`src/rtl/uart_tx_parity_if.sv`:
```
// Handshake and serial-line bundle between the TX FIFO / command layer and the UART transmitter.
// The master drives the request and the baud tick; the transmitter (slave) returns line and status.
interface uart_tx_parity_if;
    logic       tx_start;
    logic       s_tick;
    logic [7:0] din;
    logic       tx;
    logic       tx_busy;
    logic       tx_done_tick;

    modport master (
        output tx_start,
        output s_tick,
        output din,
        input  tx,
        input  tx_busy,
        input  tx_done_tick
    );

    modport slave (
        input  tx_start,
        input  s_tick,
        input  din,
        output tx,
        output tx_busy,
        output tx_done_tick
    );
endinterface

```
`src/rtl/uart_tx_parity.sv`:
```
// UART transmitter: start bit, DBIT data bits LSB first, optional even/odd parity, SB_TICK-long stop.
// Bit timing comes from a 16x oversampling tick; tx and tx_busy are registered, tx_done_tick is Mealy.
module uart_tx_parity #(
    parameter int DBIT    = 8,
    parameter int PARITY  = 0,
    parameter int SB_TICK = 16
) (
    input  logic               clk,
    input  logic               reset,
    uart_tx_parity_if.slave    bus
);
    typedef enum logic [2:0] {
        IDLE  = 3'd0,
        START = 3'd1,
        DATA  = 3'd2,
        PAR   = 3'd3,
        STOP  = 3'd4
    } state_t;

    localparam bit         HAS_PAR   = (PARITY == 1) || (PARITY == 2);
    localparam bit         ODD_PAR   = (PARITY == 2);
    localparam logic [4:0] S_LAST    = 5'd15;
    localparam logic [4:0] STOP_LAST = 5'(SB_TICK - 1);
    localparam logic [2:0] N_LAST    = 3'(DBIT - 1);
    localparam logic [7:0] DMASK     = 8'hFF >> (8 - DBIT);

    state_t     state_q, state_d;
    logic [4:0] s_q, s_d;
    logic [2:0] n_q, n_d;
    logic [7:0] b_q, b_d;
    logic       par_q, par_d;
    logic       tx_q, tx_d;
    logic       busy_q, busy_d;
    logic       done;

    always_comb begin
        state_d = state_q;
        s_d     = s_q;
        n_d     = n_q;
        b_d     = b_q;
        par_d   = par_q;
        done    = 1'b0;

        case (state_q)
            IDLE: begin
                if (bus.tx_start) begin
                    b_d     = bus.din;
                    par_d   = (^(bus.din & DMASK)) ^ ODD_PAR;
                    s_d     = 5'd0;
                    state_d = START;
                end
            end
            START: begin
                if (bus.s_tick) begin
                    if (s_q == S_LAST) begin
                        s_d     = 5'd0;
                        n_d     = 3'd0;
                        state_d = DATA;
                    end else begin
                        s_d = s_q + 5'd1;
                    end
                end
            end
            DATA: begin
                if (bus.s_tick) begin
                    if (s_q == S_LAST) begin
                        s_d = 5'd0;
                        b_d = b_q >> 1;
                        if (n_q == N_LAST) begin
                            state_d = HAS_PAR ? PAR : STOP;
                        end else begin
                            n_d = n_q + 3'd1;
                        end
                    end else begin
                        s_d = s_q + 5'd1;
                    end
                end
            end
            PAR: begin
                if (bus.s_tick) begin
                    if (s_q == S_LAST) begin
                        s_d     = 5'd0;
                        state_d = STOP;
                    end else begin
                        s_d = s_q + 5'd1;
                    end
                end
            end
            STOP: begin
                if (bus.s_tick) begin
                    if (s_q == STOP_LAST) begin
                        s_d     = 5'd0;
                        state_d = IDLE;
                        done    = 1'b1;
                    end else begin
                        s_d = s_q + 5'd1;
                    end
                end
            end
            default: state_d = IDLE;
        endcase
    end

    // Line level follows the state being entered so tx flips on the same edge as the transition.
    always_comb begin
        tx_d = 1'b1;
        case (state_d)
            START:   tx_d = 1'b0;
            DATA:    tx_d = b_d[0];
            PAR:     tx_d = par_q;
            default: tx_d = 1'b1;
        endcase
        busy_d = (state_d != IDLE);
    end

    always_ff @(posedge clk or posedge reset) begin
        if (reset) begin
            state_q <= IDLE;
            s_q     <= 5'd0;
            n_q     <= 3'd0;
            b_q     <= 8'd0;
            par_q   <= 1'b0;
            tx_q    <= 1'b1;
            busy_q  <= 1'b0;
        end else begin
            state_q <= state_d;
            s_q     <= s_d;
            n_q     <= n_d;
            b_q     <= b_d;
            par_q   <= par_d;
            tx_q    <= tx_d;
            busy_q  <= busy_d;
        end
    end

    assign bus.tx           = tx_q;
    assign bus.tx_busy      = busy_q;
    assign bus.tx_done_tick = done;
endmodule

```
`src/flat_wrapper.sv`:
```
// flat-port wrapper written by rule: the top's interface ports become plain ports
module uart_tx_parity_flat 
#(
    parameter int DBIT    = 8,
    parameter int PARITY  = 0,
    parameter int SB_TICK = 16
)
  (clk, reset, bus_tx_start, bus_s_tick, bus_din, bus_tx, bus_tx_busy, bus_tx_done_tick);
  uart_tx_parity_if bus_i ();
  input  logic clk;
  input  logic reset;
  input wire logic [$bits(bus_i.tx_start)-1:0] bus_tx_start;
  input wire logic [$bits(bus_i.s_tick)-1:0] bus_s_tick;
  input wire logic [$bits(bus_i.din)-1:0] bus_din;
  output wire logic [$bits(bus_i.tx)-1:0] bus_tx;
  output wire logic [$bits(bus_i.tx_busy)-1:0] bus_tx_busy;
  output wire logic [$bits(bus_i.tx_done_tick)-1:0] bus_tx_done_tick;
  assign bus_i.tx_start = bus_tx_start;
  assign bus_i.s_tick = bus_s_tick;
  assign bus_i.din = bus_din;
  assign bus_tx = bus_i.tx;
  assign bus_tx_busy = bus_i.tx_busy;
  assign bus_tx_done_tick = bus_i.tx_done_tick;
  uart_tx_parity #(.DBIT(DBIT), .PARITY(PARITY), .SB_TICK(SB_TICK)) u_core (.clk(clk), .reset(reset), .bus(bus_i));
endmodule
```
`config.mk`:
```
export PLATFORM = sky130hd
export DESIGN_NAME = uart_tx_parity_flat
export DESIGN_NICKNAME = d
export VERILOG_FILES = /design/src/rtl/uart_tx_parity_if.sv /design/src/rtl/uart_tx_parity.sv /design/src/flat_wrapper.sv
export SDC_FILE = /design/constraint.sdc
export NUM_CORES = 1
export LEC_CHECK = 0
export BUFFER_PORTS_ARGS = -buffer_cell sky130_fd_sc_hd__buf_4
export CAP_MARGIN = 10
export CORE_MARGIN = 4
export CORE_UTILIZATION = 40
export CTS_BUF_LIST = sky130_fd_sc_hd__clkbuf_8
export DETAILED_ROUTE_END_ITERATION = 7
export PLACE_DENSITY = 0.59
export SETUP_SLACK_MARGIN = 0.2
export SYNTH_ARGS = -nofsm -noshare
export SYNTH_HDL_FRONTEND = slang
export SYNTH_SLANG_ARGS = --single-unit
```
`constraint.sdc`:
```
create_clock -name clk -period 2.7 [get_ports clk]
set_input_delay 0.405 -clock clk [delete_from_list [all_inputs] [get_ports clk]]
set_output_delay 0.405 -clock clk [all_outputs]
set_load 0.05 [all_outputs]
```
==> results.md <==
- Run status: complete, no violations
- Initial antenna violation count: 0
- Leakage: 0.656 nW
- Synth-to-layout area growth: 13.1%
- Setup_tns: 0 ns
- Worst Hold Class: in2async
- Seq/Total Area, Yosys: 44.6%
- Num CTS Buffers: 3
- Top-area cell type share of the netlist area: 42.5%
- Largest net degree at the start of global routing: 23
- Max rail drop VDD: 0.000445 V
- FF-to-FF Start: u_core.s_q[0]$_DFFE_PP0P_
- Crit-path cells: ha_1 > and4b_1 > and4_1 > buf_4
- Die area: 4040 um^2
- Iteration count of the initial detailed-routing pass: 4
- Clock transition at path regs: 0.07 ns
- GPL Wtd Cong: 0.915
- Worst stage delay on the critical path: 0.39 ns
- Critical Path RT: 2.30 ns
- RR Endpoint: u_core.b_q[7]$_DFFE_PP0P_
- Die Ht: 63.6 um
- Worst Path Max Fanout: 7
- FP Rows: 19
- Vias/cell: 5.62
- Clock Path Buffers: 2
- R2R depth: 5
- Hold Fails Final Rpt: 0
- CTS resizes: 0
- Slew @ Worst Pin: 0.812 ns
- Root Driver: clkbuf_8
- Worst path arrival time: 1.68 ns
- Mapped Cells: 123
- Max cap viols: 0
- Mean Syn Cell Area: 10.1 um^2
- Tmin final: 2.09 ns
- Setup crit end kind: output port
- Synth Flop Type: dfrtp_1
- Ys async rst share: 100%
- Antenna cell count: 0
- Achievable Freq: 479 MHz
- Synth top area cells: dfrtp_1 (43%), a22o_1 (5.0%), xnor2_1 (5.0%)
- RSZ-0062 raised after global routing: false
- Via count: 922
- DP HPWL: 1740 um
- Share of cells above drive strength 1: 18.0%
- Count leader, synth: dfrtp_1
- Initial DRC Count: 41
- Initial core utilization: 43.3%
- DRC viols: 0
- # hold bufs at CTS: 0
- Layout Nets: 149
- Post-synth EDFFs: 0
- Port Buffers: 14
- Routed Antenna Nets: 0
- WL/cell: 14.3 um
- Final Max Tran Viols: 0
- Commonest cells post-synth: dfrtp_1 (21), a22o_1 (7), inv_1 (7), xnor2_1 (7)
- Gr usage total: 13.2%
- Grt total ovfl: 0
- Vias in the first global route: 934
- First-pass GRT wire length: 4240 um
- CTS tree: built
- Synth Cell Area: 1240 um^2
- I/O pin count: 15
- DRT Wirelength: 2350 um
- Area leader, netlist: dfrtp_1
- Crit path kind: reg2out
- # clock sinks: 22
- Synthesized Nets: 138
- H-tree levels: 1
- CORE AREA: 2850 um^2
- Kind of start point of the critical path: flop
- Worst clock skew: 0.00163 ns
- Synth cell types: 41
- Pwr/cell area: 868 nW/um^2
- Setup Buffers After CTS: 0
- Part of the cycle the worst path needs: 77.3%
- Number of synthesized register bits: 22
- Die W: 63.6 um
- Power Total: 0.00121 W
- Yosys Warn Count: 0
- Slew headroom: 45.8%
- Clk_lat worst skew: 0.26 ns
- Fin util: 49.0%
- Final setup fails: 0
- R2R setup slack: 0.77 ns
- WHS: 0.304 ns
- Max stage delay cell, worst path: dfrtp_1
critical path, delay by kind of cell, from the launching register on:
kind,cells,cell delay [ns]
buf+inv,1,0.20
fa+ha+maj,1,0.24
simple gates,2,0.60
flops,1,0.39
worst max path at each step:
stage                                endpoint                      start
detailed placement  u_core.b_q[7]$_DFFE_PP0P_  u_core.s_q[0]$_DFFE_PP0P_
global placement    u_core.b_q[7]$_DFFE_PP0P_  u_core.s_q[0]$_DFFE_PP0P_
floorplan                    bus_tx_done_tick  u_core.s_q[0]$_DFFE_PP0P_
global route                 bus_tx_done_tick  u_core.s_q[0]$_DFFE_PP0P_
CTS                          bus_tx_done_tick  u_core.s_q[0]$_DFFE_PP0P_
finish                       bus_tx_done_tick  u_core.s_q[0]$_DFFE_PP0P_
through the flow:
step                instance area, um^2  std cells  worst slack (ns)
finish                             1400        164             0.613
global route                       1400        164             0.515
CTS                                1400        164             0.616
detailed placement                 1340        160             0.777
global placement                   1340        160             0.843
floorplan                          1240        123             0.912
metal layers:
metal  up-vias  wire length (um)  GRT usage [%]
met1       447              1160           17.6
met2        13              1100           21.0
met4         0                 9           2.70
li1        460                 -              -
met3         2                75           3.91
met5         -                 0              0
state kept, by name (all words and copies together) (netlist names):
name / count
u_core.n_q: 3
u_core.bus.tx_busy: 1
u_core.par_q: 1
u_core.s_q: 5
u_core.bus.tx: 1
u_core.state_q: 3
u_core.b_q: 8
cells by family after synthesis:
family	Yosys count	share of synthesized area [%]
flops	22	44.6
buf+inv	16	5.77
compound gates	35	20.1
xor+xnor	7	4.96
simple gates	37	18.9
fa+ha+maj	3	3.04
mux	3	2.53
placed cells by master (no fill, tap or decap), drive strengths merged, types with 2 or more instances in the layout:
cell    count
inv         7
or3         3
a21o        6
nand2       6
o22ai       2
and4        2
nand2b      3
o21ai       5
nor4b       2
a31oi       4
xnor2       7
nor2b       5
dfrtp      21
or2         2
a21oi       5
a22o        7
ha          3
clkbuf      4
nand3       4
nor2        4
buf        15
mux2i       2
where the power goes:
part / internal [W] / total (W) / leakage [nW] / switching (W)
clock: 0.000130 / 0.000229 / 0.0288 / 0.0000993
combinational: 0.000195 / 0.000412 / 0.363 / 0.000217
sequential: 0.000463 / 0.000573 / 0.264 / 0.000110
area by class of cell:
cell class / count / area [um^2]
multi-input combinational: 85 / 613
fill: 277 / 1460
timing repair buffer: 15 / 113
sequential: 22 / 552
clock buffer: 4 / 55.1
inverter: 7 / 26.3
tap: 31 / 38.8
Note: power is estimated with default switching activity, not from simulation.
